**src/rtl/blk_stream_arbiter.sv**
```systemverilog
// blk_stream_arbiter: block-granular round-robin arbiter merging two fp streams into one registered output.
module blk_stream_arbiter #(
  parameter int DW = 64,
  parameter int BLOCK_LEN = 4,
  parameter int CW = 8
) (
  input  logic          clk,
  input  logic          reset,
  input  logic [DW-1:0] s0_fp_data,
  input  logic          s0_fp_valid,
  output logic          s0_fp_ready,
  input  logic [DW-1:0] s1_fp_data,
  input  logic          s1_fp_valid,
  output logic          s1_fp_ready,
  output logic [DW-1:0] m_fp_data,
  output logic          m_fp_valid,
  input  logic          m_fp_ready,
  output logic          m_fp_id,
  output logic          m_fp_last,
  output logic          busy,
  output logic          grant
);
  typedef enum logic {IDLE, BUSY} state_t;
  state_t state;
  logic [CW-1:0] cnt;
  logic rr_ptr, out_free, sg_valid, acc, pop, last_beat, g_nxt;
  logic [DW-1:0] sg_data;
  assign out_free = !m_fp_valid || m_fp_ready;
  assign s0_fp_ready = state == BUSY && !grant && out_free;
  assign s1_fp_ready = state == BUSY && grant && out_free;
  assign sg_valid = grant ? s1_fp_valid : s0_fp_valid;
  assign sg_data = grant ? s1_fp_data : s0_fp_data;
  assign acc = state == BUSY && sg_valid && out_free;
  assign pop = m_fp_valid && m_fp_ready;
  assign last_beat = cnt == CW'(BLOCK_LEN - 1);
  // Contention resolves to rr_ptr; a lone requester wins outright.
  assign g_nxt = (s0_fp_valid && s1_fp_valid) ? rr_ptr : s1_fp_valid;
  always_ff @(posedge clk or negedge reset) begin
    if (!reset) begin
      state <= IDLE;
      cnt <= '0;
      rr_ptr <= 1'b0;
      m_fp_data <= '0;
      m_fp_valid <= 1'b0;
      m_fp_id <= 1'b0;
      m_fp_last <= 1'b0;
      busy <= 1'b0;
      grant <= 1'b0;
    end else begin
      if (pop) m_fp_valid <= 1'b0;
      if (state == IDLE) begin
        if (s0_fp_valid || s1_fp_valid) begin
          grant <= g_nxt;
          busy <= 1'b1;
          state <= BUSY;
          cnt <= '0;
        end
      end else if (acc) begin
        m_fp_data <= sg_data;
        m_fp_id <= grant;
        m_fp_last <= last_beat;
        m_fp_valid <= 1'b1;
        cnt <= last_beat ? '0 : cnt + CW'(1);
        if (last_beat) begin
          rr_ptr <= ~grant;
          busy <= 1'b0;
          state <= IDLE;
        end
      end
    end
  end
endmodule

```
**config.mk**
```make
export PLATFORM = sky130hd
export DESIGN_NAME = blk_stream_arbiter
export DESIGN_NICKNAME = d
export VERILOG_FILES = /design/src/rtl/blk_stream_arbiter.sv
export SDC_FILE = /design/constraint.sdc
export NUM_CORES = 1
export LEC_CHECK = 0
export CORE_ASPECT_RATIO = 1.5
export CORE_MARGIN = 1
export CORE_UTILIZATION = 42
export CTS_BUF_LIST = sky130_fd_sc_hd__clkbuf_16
export DETAILED_ROUTE_END_ITERATION = 12
export GPL_TIMING_DRIVEN = 0
export HOLD_SLACK_MARGIN = 0.08
export PLACE_DENSITY = 0.84
export SYNTH_ARGS = -nofsm -noshare
export SYNTH_HDL_FRONTEND = slang
export SYNTH_SLANG_ARGS = --single-unit
export TNS_END_PERCENT = 20
```
**constraint.sdc**
```tcl
create_clock -name clk -period 4.95 [get_ports clk]
set_clock_uncertainty 0.05 [all_clocks]
set_input_delay 0.99 -clock clk [delete_from_list [all_inputs] [get_ports clk]]
set_output_delay 0.99 -clock clk [all_outputs]
set_load 0.005 [all_outputs]
```
Word level (Yosys, flattened, before mapping)
Cells that the tools add are included.

word-level totals
  register bits = 79
  input bits = 133
  output and inout port bits = 71
  word-level logic and storage cells = 51

operators by class
  $add $sub $neg = 1
  equality and inequality tests = 3
  muxes and demuxes = 18
  bitwise gates (word level) = 2
  reductions and logical operators = 18

operators by type and width
  operator                                                               number
  64-bit 2-to-1 mux                                                      1
  8-bit 2-to-1 mux                                                       4
  1-bit 2-to-1 mux                                                       13
  8-bit by 1-bit adder with 8-bit output, second input constant          1
  8-bit by 2-bit equality test with 1-bit output, second input constant  1
  1-bit logical AND                                                      8
  2-bit AND reduction                                                    3
  3-bit AND reduction                                                    2
  2-bit by 1-bit != test with 1-bit output, second input constant        2
  1-bit zero test                                                        2
  1-bit logical OR                                                       2
  1-bit inverter                                                         2
  2-bit nonzero test                                                     1

Depth between registers and ports, before layout
Gate-level depths: netlist of the first run.

  depth after elaboration = 5
  mapped depth = 8

Worst setup path before layout of the first run
Ideal clock, no wire load.

  path type = in2out
  start = input port m_fp_ready
  end = output port s1_fp_ready
  data arrival time = 1.396 ns
  data required time = 3.910 ns
  slack = 2.514 ns
  cell stages on the path = 2
  buffers on the path = 0
  cell sequence = nand2b_1 and3_1

between the ends
  cells in the longest elaborated chain, start to end = 2

ends and longest elaborated chain
  item                line  text
  start: declaration  17    input logic m_fp_ready,
  1-bit logical OR    28    assign out_free = !m_fp_valid || m_fp_ready;
  1-bit logical AND   30    assign s1_fp_ready = state == BUSY && grant && out_free;
  end: declaration    14    output logic s1_fp_ready,

Every way passes these cells.

Final worst setup path of the first run
  start = input port m_fp_ready
  end = output port s0_fp_ready

between the ends
  cells in the longest elaborated chain, start to end = 2

ends and longest elaborated chain
  item               line  text
  1-bit logical OR   28
  1-bit logical AND  29    assign s0_fp_ready = state == BUSY && !grant && out_free;
  end: declaration   11    output logic s0_fp_ready,

Every way passes these cells.

==> flow_summary.toml, run 1 <==
[min_path]
worstHoldPathCells = 2
min_to = "m_fp_data[54]$_DFFE_PN0P_"
worstHoldStart = "m_fp_data[54]$_DFFE_PN0P_"
hp-class = "reg -> reg"

[yosys]
synth_area_per_cell_um2 = 10.2
ys_ff_latch = 79
ys_warn_count = 0
synthDistinctLibCells = 29
ys_top_cells_by_area = "dfrtp_1 (54%), mux2i_1 (17%), o21ai_0 (9.5%), nand2_1 (7.3%), clkbuf_1 (1.2%)"
synth_cells = 361
syn_area_mm2 = 0.00369
syn-num-nets = 496
synth_largest_area_cell = "dfrtp_1"
synth_top_area_share = 0.536
ys_seq_area_frac = 0.536

[placed_design]
place_hpwl_mm = 8.46
port_buffers = 203
post_dp_cell_area_mm2 = 0.00588
gp_congestion = 0.814
dp_slack_ps = 1550

[timing]
worst_slack_ps = 1530
tightest_slew_ps = 712
finalMaxSlewViolations = 0
rsz0062_at_grt = "false"
clock.fmax_ghz = 0.292
fin_crit_sh = 0.692
tns_ps = 0
maxSlewHeadroom = 0.526
setup_viol = 0
finalHoldViolations = 0
fin_crit_ps = 3420

[clocking]
clock-sinks = 79
clk_pin_slew_worst_paths_ps = 50
cts_buffers = 9
cts_setup_buffers = 0
htree_num_levels = 3
cts_tree = "done"
clock_latency_ps = 330
cts_root_buffer = "clkbuf_16"
cts_resized = 0
cts_buffer_depth = 2
hold_buffers = 0

[global_routing]
grt_pass1_wl_mm = 17.1
grt_pass1_vias = 3588
antenna_found_initial = 0
grt_max_degree = 50
grt_usage = 0.245
grt-ovfl-total = 0

[setup_path]
crit_type = "in -> out"
required_ps = 3910
critPathArrivalTime_ps = 2380
reg2reg_slack_ps = 2610
end_kind = "output pin"
path_max_fanout = 7
timing.rr.start = "grant$_DFFE_PN0P_"
reg2reg_to = "m_fp_data[7]$_DFFE_PN0P_"
start_kind = "input pin"
r2r_cells = 8

[floorplanning]
die-area_mm2 = 0.00917
dieWidth_um = 78.5
start_util = 0.436
pin_count = 204
core_mm2 = 0.00846
chipHeight_um = 117
std_cell_rows = 41

[detailed_routing]
wirelength_mm = 11.0
dr.pass1.iters = 4
wl_per_cell_um = 16.0
drc = 0
ant_nets = 0
vias = 3533
drt_iter0_drc = 126
via_per_inst = 5.14

[flow_run]
drv_cap = 0

[power]
ir_worst_vdd_mv = 0.230
p_total_w = 0.00181
power_density_mw_per_mm2 = 296
p_leak_nw = 2.48

[finish]
diodes = 0
syn2layout_area_growth_pct = 66.4
fillCellCount = 653
design_area_mm2 = 0.00614
drive_gt1_frac = 0.0465
nets = 711

[outcome]
outcome = "complete, no violations"
-- final cells by class --
class	count	area [µm²]	area share
flip-flops and latches	79	1980	0.322
clock inverters	7	32.5	0.00530
clock buffers	9	225	0.0367
inverters	3	11.3	0.00183
plain buffers	24	100	0.0163
multi-input cells	255	1600	0.261
well taps	107	134	0.0218
repair buffers	204	2060	0.335
-- cells in the mapped netlist, drive strengths merged --
master and count:
a211o 1, a21o 4, a21oi 4, a22o 3
a31o 1, a31oi 2, and3 1, buf 12
clkbuf 12, dfrtp 79, ha 2, inv 3
mux2 2, mux2i 64, nand2 72, nand2b 5
nand3 8, nand4 1, nor2 6, nor2b 1
nor4 2, o211a 1, o21ai 70, o2bb2ai 1
o31ai 1, o41ai 1, or3 1, or4 1
-- metrics by stage --
step / util / hold slack [ps] / instances
after floorplan: - / 405 / 361
after global placement: 0.692 / 409 / 671
after detailed placement: 0.695 / 419 / 672
after CTS: 0.725 / 431 / 688
after global routing: 0.725 / 451 / 688
final: 0.725 / 425 / 688
-- kinds of logic after synthesis --
kind of cell               Yosys count  synth area share
and+or+nand+nor                     98             0.114
AOI/OAI and AO/OA                   89             0.133
DFF                                 79             0.536
muxes                               66             0.180
buffers and inverters               27            0.0302
adders and majority gates            2           0.00678
-- worst max-delay path by stage --
stage                           from                   endpoint  slack, ps
after global routing      m_fp_ready                s0_fp_ready       1440
after global placement         reset  m_fp_data[10]$_DFFE_PN0P_        140
after CTS                 m_fp_ready                s0_fp_ready       1530
after detailed placement  m_fp_ready                s0_fp_ready       1550
final                     m_fp_ready                s0_fp_ready       1530
after floorplan           m_fp_ready                s1_fp_ready       2510
-- placed cells by master (no fill, tap or decap), types with 2 or more instances in the layout --
master           count
nor2_1               6
clkdlybuf4s50_1    202
a21o_1               4
mux2_2               2
clkinv_1             2
clkbuf_1            12
a21oi_1              4
mux2i_1             64
nand2_1             72
inv_1                5
nand3_1              8
o21ai_0             70
nand2b_1             5
a31oi_1              2
clkbuf_16            9
clkinv_2             2
a22o_1               3
nor4_1               2
ha_1                 2
dfrtp_1             79
buf_1                4
buf_2                8
-- flip-flops by register name, summed over array words and instances, names as in the netlist --
register,cells
busy,1
cnt,8
grant,1
m_fp_data,64
m_fp_id,1
m_fp_last,1
m_fp_valid,1
rr_ptr,1
state,1
-- per-layer routing --
layer  share of wire  vias to the layer above  GRT usage
li1                -                     1696          -
met1            0.36                     1678      0.261
met2            0.56                      131      0.448
met3           0.054                       28     0.0566
met4           0.031                        0      0.127
met5               0                        -          0
-- report_power, final --
part / total [W] / leakage, nW / switching, W / internal [W]
combinational: 0.000443 / 1.38 / 0.000163 / 0.000281
clock: 0.000571 / 0.133 / 0.000241 / 0.000330
sequential: 0.000800 / 0.965 / 0.0000622 / 0.000738
total: 0.00181 / 2.48 / 0.000466 / 0.00135
-- critical path, stage by stage --
cell	delay [ps]
clkdlybuf4s50_1	450
nand2b_1	220
nand2_1	80
nor2_1	110
clkdlybuf4s50_1	530
No activity file was read; power rests on OpenSTA's default activity.
==> run 2: changes to the inputs <==
Settings changed: CORE_UTILIZATION 42 to 39, PLACE_DENSITY 0.84 to 0.79.
Clock period 4.95 ns to 3.5 ns, I/O delays scaled along.
==> run 2 against run 1 <==
Hold slack worse by 300 ps. Clock power up 54%. Count of clock-buffer cells in the layout unchanged. Sequential power up 41%. Routed wire length down 3.7%. Total power up 45%. Register-to-register slack worse by 1400 ps. Critical path depth down 1. Global-route usage down 2.5 points. Critical endpoint is now s1_fp_ready. Largest cell class unchanged. Largest power group unchanged. Highest routed layer unchanged.
==> flow_summary.toml, run 2 (synthesized netlist as in run 1, its figures left out) <==
[outcome]
outcome = "complete, no violations"

[setup_path]
critPathArrivalTime_ps = 2160
reg2reg_slack_ps = 1220
critPathBufInv = 3
reg2reg_to = "m_fp_data[15]$_DFFE_PN0P_"
required_ps = 2750
path_depth = 4
crit_family = "buffers and inverters"
start_kind = "register"
end_kind = "output pin"
crit_path_start = "grant$_DFFE_PN0P_"
path_max_fanout = 10
slowest_delay_ps = 520
crit_slowest_cell = "clkdlybuf4s50_1"
crit_chain = "buf_2, buf_1, and3_1, clkdlybuf4s50_1"
endpoint = "s1_fp_ready"
r2r_cells = 8
timing.rr.start = "grant$_DFFE_PN0P_"
crit_type = "reg -> out"

[floorplanning]
start_util = 0.401
pin_count = 204
std_cell_rows = 43
dieWidth_um = 81.4
chipHeight_um = 121
die-area_mm2 = 0.00986
core_mm2 = 0.00920

[timing]
worst_slack_ps = 592
clock.fmax_ghz = 0.344
finalMaxSlewViolations = 0
maxSlewHeadroom = 0.516
fin_crit_sh = 0.831
finalHoldViolations = 0
rsz0062_at_grt = "false"
tightest_slew_ps = 726
setup_viol = 0
fin_crit_ps = 2910

[clocking]
cts_root_buffer = "clkbuf_16"
cts_resized = 0
htree_num_levels = 3
clock-sinks = 79
cts_buffers = 9
hold_buffers = 0
cts_setup_buffers = 0
clock_latency_ps = 330
cts_tree = "done"
clk_pin_slew_worst_paths_ps = 60
cts_buffer_depth = 2

[power]
p_total_w = 0.00263
p_leak_nw = 2.50
ir_worst_vdd_mv = 0.293
power_density_mw_per_mm2 = 427

[detailed_routing]
drc = 0
via_per_inst = 5.08
dr.pass1.iters = 4
wirelength_mm = 10.6
drt_iter0_drc = 59
vias = 3523
ant_nets = 0
wl_per_cell_um = 15.3

[finish]
final_cell_mix = "clkdlybuf4s50_1 (202), dfrtp_1 (79), nand2_1 (72)"
multi_input_area_mm2 = 0.00160
final_common_cell = "clkdlybuf4s50_1"
design_area_mm2 = 0.00617
nets = 711
drive_gt1_frac = 0.0482
largest-register = "m_fp_data"
register_area_mm2 = 0.00198
final_util = 0.670
largest_register_ffs = 64
diodes = 0
reg_top3 = "m_fp_data (64), cnt (8)"
fillCellCount = 750
syn2layout_area_growth_pct = 67.2

[placed_design]
gp_congestion = 0.813
post_dp_cell_area_mm2 = 0.00589
dp_slack_ps = 624
port_buffers = 203
place_hpwl_mm = 8.26

[global_routing]
antenna_found_initial = 0
grt-ovfl-total = 0
grt_pass1_vias = 3521
grt_pass1_wl_mm = 16.4
grt_usage = 0.220
grt_max_degree = 75

[flow_run]
drv_cap = 0

[min_path]
hp-class = "in -> async"
-- run 2: where the power goes --
part / internal (W) / switching, W / leakage, nW
combinational: 0.000397 / 0.000228 / 1.38
clock: 0.000540 / 0.000337 / 0.149
sequential: 0.00104 / 0.0000877 / 0.965
-- run 2: through the flow --
step | std cells | hold WS [ps] | setup TNS, ps
floorplan | 361 | 354 | 0
global placement | 676 | 411 | -80300
detailed placement | 677 | 419 | 0
CTS | 693 | 115 | 0
global route | 693 | 116 | 0
finish | 693 | 127 | 0
-- run 2: cell type report --
class,instances,share of cell area
Sequential cell,79,0.320
Multi-Input combinational cell,255,0.260
Buffer,24,0.0162
Clock buffer,9,0.0365
Clock inverter,7,0.00913
Inverter,3,0.00183
Tap cell,112,0.0227
Timing Repair Buffer,204,0.333
-- run 2: worst min path at each step --
| stage | startpoint | to | slack, ps | depth (start not counted) |
|---|---|---|---|---|
| floorplan | reset | busy$_DFFE_PN0P_ | 350 | 0 |
| global placement | m_fp_last$_DFFE_PN0P_ | m_fp_last$_DFFE_PN0P_ | 410 | 1 |
| detailed placement | m_fp_last$_DFFE_PN0P_ | m_fp_last$_DFFE_PN0P_ | 420 | 1 |
| CTS | reset | m_fp_data[58]$_DFFE_PN0P_ | 120 | 1 |
| global route | reset | m_fp_data[59]$_DFFE_PN0P_ | 120 | 1 |
| finish | reset | m_fp_data[58]$_DFFE_PN0P_ | 130 | 1 |
-- run 2: metal layers --
metal | global-route usage | wire, µm
met1 | 0.227 | 3660
met5 | 0 | 0
met3 | 0.0511 | 628
met4 | 0.100 | 323
met2 | 0.406 | 5960
==> RTL change 1 (config.mk and constraints of run 1) <==
Reset style: synchronous (`reset`), changed in one clocked block.
--- a/src/rtl/blk_stream_arbiter.sv
+++ b/src/rtl/blk_stream_arbiter.sv
@@ -35,7 +35,7 @@
   assign last_beat = cnt == CW'(BLOCK_LEN - 1);
   // Contention resolves to rr_ptr; a lone requester wins outright.
   assign g_nxt = (s0_fp_valid && s1_fp_valid) ? rr_ptr : s1_fp_valid;
-  always_ff @(posedge clk or negedge reset) begin
+  always_ff @(posedge clk) begin
     if (!reset) begin
       state <= IDLE;
       cnt <= '0;
Function: differs if reset is asserted again (counterexample within 4 cycles, from zero or initial values and one cycle with reset low); with reset held inactive, the same outputs for 10 cycles.
==> RTL change 1 against run 1 <==
  * Die area is 4.9% lower
  * Register-to-register slack better by 0.31 ns
  * Total power is 5.1% lower
  * Global-route usage increased by 2.2 points
  * Fmax up 1.3%
  * Sequential cell count did not move
  * Synthesized area is 5.0% lower
  * Worst setup slack better by 0.045 ns
  * Final area fell by 2.9%
  * Routed wire length rose by 3.4%
  * Critical endpoint unchanged
==> RTL change 1: results (changes against run 1) <==
| Metric | Value |
|---|---|
| RD Place Congestion | 0.827 (+1.6%) |
| Global-route wire length before repair | 17900 µm (+4.6%) |
| Number of nets in the synthesized netlist | 511 (+3.0%) |
| Number of global-route vias before repair | 3832 (+6.8%) |
| Headroom to the max-slew limit | 0.497 (-0.0284) |
| Top post-synthesis cells by area | sky130_fd_sc_hd__dfxtp_1, sky130_fd_sc_hd__mux2i_1, sky130_fd_sc_hd__a211oi_1 |
| Leading cell type by number of instances after synthesis | sky130_fd_sc_hd__dfxtp_1 |
| Sequential fraction of the synthesis area | 0.451 (-0.0845) |
| Result of the run | complete, no violations |
| Number of cells traversed by the worst register-to-register path | 6 (-2) |
| Worst EP arrival | 2.34 ns (-0.04 ns) |
| Routed via count divided by cell count | 5.25 (+2.2%) |
| Net count reported at finish | 725 (+2.0%) |
| Number of distinct library cells after synthesis | 38 (+31%) |
| Ranking of synthesized cells by instance count | sky130_fd_sc_hd__dfxtp_1, sky130_fd_sc_hd__nor2_1, sky130_fd_sc_hd__mux2i_1, sky130_fd_sc_hd__a211oi_1, sky130_fd_sc_hd__clkbuf_1 |
| Wire per inst | 16.2 µm (+1.7%) |
| Detailed router's first-iteration violation count | 202 (+60%) |
| VDD IR-drop max | 0.193 mV (-16%) |
| Async set-or-reset flop fraction in the synthesized netlist | 0 (-1.00) |
| Clk_lat worst skew | 0.34 ns |
| Maximum number of pins on one net before global-route repair | 14 (-72%) |
| Placement-stage cell area | 5670 µm² (-3.6%) |
| Router iterations before antenna repair | 4 (unchanged) |
| Total track usage | 0.266 (+0.0216) |
| HPWL Detailed | 8680 µm (+2.6%) |
## RTL change 1: kinds of logic (layout without fill, tap and decap cells)
kind of cell	Yosys count	count (layout)	synth area share
AOI/OAI and AO/OA	94	94	0.190
adders and majority gates	2	2	0.00714
buffers and inverters	35	254	0.0425
DFF	79	79	0.451
muxes	65	65	0.186
and+or+nand+nor	101	101	0.124
## RTL change 1: layer usage
metal	vias up	GRT usage	routed length, µm
met4	0	0.128	340
met3	26	0.0704	688
met5	-	0	0
li1	1791	-	-
met2	159	0.513	6180
met1	1699	0.261	4160
## RTL change 1: worst paths after layout
| kind | from | to | slack, ns |
|---|---|---|---|
| worst min-delay path | busy$_SDFFE_PN0P_ | busy$_SDFFE_PN0P_ | 0.45 |
| worst min register to register | busy$_SDFFE_PN0P_ | busy$_SDFFE_PN0P_ | 0.45 |
| worst max register to register | grant$_SDFFE_PN0P_ | m_fp_data[2]$_SDFFE_PN0P_ | 2.92 |
| worst max-delay path | m_fp_ready | s0_fp_ready | 1.57 |
## RTL change 1: final cells by class
class / count / area, µm²
multi-input cells: 262 / 1770
clock buffers: 9 / 225
repair buffers: 203 / 2030
clock inverters: 7 / 65.1
flip-flops and latches: 79 / 1580
fillers: 632 / 2100
inverters: 3 / 11.3
well taps: 105 / 131
plain buffers: 32 / 138
## RTL change 1: power breakdown
group	switching, W	internal, W	total [W]
logic	0.000143	0.000227	0.000370
clock network	0.000259	0.000386	0.000646
registers	0.0000240	0.000681	0.000705
## RTL change 1: worst min-delay path: cells and delay by family, from the launching register on
kind               cells  cell delay (ns)
AOI/OAI and AO/OA      2             0.14
DFF                    1             0.31
## RTL change 1: per-stage QoR
| step | cells | power, W | worst slack (ns) |
|---|---|---|---|
| CTS | 700 | 0.00173 | 1.57 |
| detailed placement | 684 | 0.00109 | 1.58 |
| global route | 700 | 0.00179 | 1.47 |
| floorplan | 376 | 0.000854 | 2.58 |
| finish | 700 | 0.00172 | 1.57 |
| global placement | 684 | 0.00108 | 1.59 |
==> RTL change 2 (flow settings as in run 1) <==
Without the edit above. `CW`: 8 -> 12.
--- a/src/rtl/blk_stream_arbiter.sv
+++ b/src/rtl/blk_stream_arbiter.sv
@@ -2,7 +2,7 @@
 module blk_stream_arbiter #(
   parameter int DW = 64,
   parameter int BLOCK_LEN = 4,
-  parameter int CW = 8
+  parameter int CW = 12
 ) (
   input  logic          clk,
   input  logic          reset,
Function: same outputs for any inputs over 10 cycles, from zero or initial values and one cycle with reset low; that may be too few to reach the edited logic, so the function may still have changed.
==> RTL change 2 against run 1 <==
  * Sequential cell count is 4 higher
  * Worst setup slack got worse by 0.13 ns
  * Final area rose by 4.9%
  * First-iteration DRC count is the same
  * Critical path type is now flop to output pin
  * Die area increased by 5.9%
  * Register-to-register slack improved by 0.21 ns
  * Routed wire length is 7.6% higher
  * Synthesized area rose by 6.0%
Power is not compared: it rests on default switching activity, and its combinational part moved more than twofold at a synthesized area within 25%.
==> RTL change 2: results (changes against run 1) <==
| Metric | Value |
|---|---|
| Count of yosys warnings during synthesis | 0 (unchanged) |
| Clk_lat worst skew | 0.33 ns (about the same) |
| Async set-or-reset flop fraction in the synthesized netlist | 1.00 (unchanged) |
| Router iterations before antenna repair | 4 (unchanged) |
| HPWL Detailed | 9270 µm (+9.6%) |
| Final standard cell count with taps included and fillers excluded | 713 (+3.6%) |
| Via count | 3791 (+7.3%) |
| Wire per inst | 16.6 µm (+3.8%) |
| Origin of the critical flop-to-flop path | grant$_DFFE_PN0P_ |
| Initial antenna violation count | 0 (unchanged) |
| CTS H-tree depth | 3 (unchanged) |
| Top post-synthesis cells by area | sky130_fd_sc_hd__dfrtp_1, sky130_fd_sc_hd__mux2i_1, sky130_fd_sc_hd__o21ai_1 |
| Slew at the pin closest to its max-slew limit | 0.716 ns (+0.00447 ns) |
| Reg-to-reg slack, setup | 2.82 ns (+0.21 ns) |
| Capture point of the worst reg-to-reg path | m_fp_data[7]$_DFFE_PN0P_ |
| Startpoint of the lowest-slack hold path | m_fp_data[63]$_DFFE_PN0P_ |
| Placed Instances | 697 (+3.7%) |
| Net count reported at finish | 732 (+3.0%) |
| CTS clk-pin slew, worst paths | 0.06 ns |
| Final worst hold slack | 0.431 ns (+0.00625 ns) |
| Worst EP arrival | 2.52 ns (+0.14 ns) |
| Total track usage | 0.250 (+0.00562) |
| Number of distinct library cells after synthesis | 37 (+28%) |
| Number of buffers inserted during clock tree synthesis | 9 (unchanged) |
| Largest buffer count on any clock path | 2 (unchanged) |
| Number of input and output port buffers inserted | 203 (unchanged) |
| Proportion of layout cells with a drive suffix above 1 | 0.0564 (+0.00991) |
| Cell depth of the worst min-delay path | 2 (unchanged) |
| Pleak | 2.75 nW |
| Worst min-delay path class | flop to flop |
| Number of pins exceeding their max-slew limit in the final report | 0 (unchanged) |
| # fillers | 683 (+4.6%) |
| Worst Hold Endpoint | m_fp_data[63]$_DFFE_PN0P_ |
| Number of global-route vias before repair | 3959 (+10%) |
| Buffer cell driving the clock tree root | sky130_fd_sc_hd__clkbuf_16 |
| Post-CTS setup buffers | 0 (unchanged) |
| VDD IR-drop max | 0.340 mV |
| Detailed router's first-iteration violation count | 126 (unchanged) |
| Ranking of synthesized cells by instance count | sky130_fd_sc_hd__dfrtp_1, sky130_fd_sc_hd__nand2_1, sky130_fd_sc_hd__o21ai_1, sky130_fd_sc_hd__mux2i_1, sky130_fd_sc_hd__buf_2 |
| Sequential fraction of the synthesis area | 0.531 (-0.00491) |
| Number of nets in the synthesized netlist | 517 (+4.2%) |
| RD Place Congestion | 0.879 (+7.9%) |
| Result of the run | complete, no violations |
| Global-route wire length before repair | 18400 µm (+7.3%) |
| Crit-path max FO | 10 (+3) |
| Worst slack at placement | 1.58 ns (+0.0307 ns) |
| Number of resized instances in the post-cts repair step | 0 (unchanged) |
| Antenna cell count | 0 (unchanged) |
| Number of cells traversed by the worst register-to-register path | 8 (unchanged) |
| Post-Synthesis Mean Instance Area | 10.2 µm² (about the same) |
| Maximum number of pins on one net before global-route repair | 50 (unchanged) |
| Registers with the highest flip-flop counts | m_fp_data (64), cnt (12) |
[RTL change 2: worst max path at each step]
stage / slack (ns) / start / to / cells past startpoint
after floorplan: 2.56 / grant$_DFFE_PN0P_ / s1_fp_ready / 4
after detailed placement: 1.58 / m_fp_ready / s1_fp_ready / 4
after global routing: 1.27 / grant$_DFFE_PN0P_ / s1_fp_ready / 5
after CTS: 1.35 / grant$_DFFE_PN0P_ / s1_fp_ready / 5
final: 1.39 / grant$_DFFE_PN0P_ / s1_fp_ready / 5
after global placement: 0.006 / reset / m_fp_data[0]$_DFFE_PN0P_ / 1
[RTL change 2: per-stage QoR]
| step | util | instance area [µm²] |
|---|---|---|
| global placement | 0.681 | 6080 |
| floorplan | - | 3910 |
| CTS | 0.721 | 6440 |
| finish | 0.721 | 6440 |
| detailed placement | 0.684 | 6110 |
| global route | 0.721 | 6440 |
[RTL change 2: logic make-up (layout without fill, tap and decap cells)]
group,Yosys count,count (layout),synth area share
fa+ha+maj,1,1,0.00320
mux,65,65,0.166
buf+inv,30,250,0.0342
simple gates,106,106,0.121
flops,83,83,0.531
compound gates,98,98,0.145
[RTL change 2: final cells by class]
cell class | count | area [µm²] | area share
Clock inverter | 7 | 108 | 0.0167
Clock buffer | 9 | 225 | 0.0350
Buffer | 26 | 119 | 0.0185
Tap cell | 110 | 138 | 0.0214
Inverter | 4 | 15.0 | 0.00233
Timing Repair Buffer | 204 | 2060 | 0.319
Sequential cell | 83 | 2080 | 0.323
Multi-Input combinational cell | 270 | 1700 | 0.264
[RTL change 2: report_power, final]
part / switching [W] / internal, W / leakage [nW]
logic: 0.000753 / 0.000918 / 1.55
clock network: 0.000256 / 0.000487 / 0.168
registers: 0.000188 / 0.000986 / 1.03
total: 0.00120 / 0.00239 / 2.75
[RTL change 2: critical path, cell delays in order (launching register included)]
cell and delay (ns):
sky130_fd_sc_hd__dfrtp_1 0.35, sky130_fd_sc_hd__buf_2 0.25, sky130_fd_sc_hd__buf_2 0.33, sky130_fd_sc_hd__buf_1 0.51, sky130_fd_sc_hd__and3_1 0.24, sky130_fd_sc_hd__clkdlybuf4s50_1 0.51
[RTL change 2: routing by layer]
| layer | part of all wire | vias up | wire length, µm | GRT usage |
|---|---|---|---|---|
| li1 | - | 1795 | - | - |
| met1 | 0.35 | 1798 | 4130 | 0.252 |
| met2 | 0.54 | 165 | 6430 | 0.461 |
| met3 | 0.073 | 33 | 860 | 0.0604 |
| met4 | 0.034 | 0 | 401 | 0.128 |
| met5 | 0 | - | 0 | 0 |
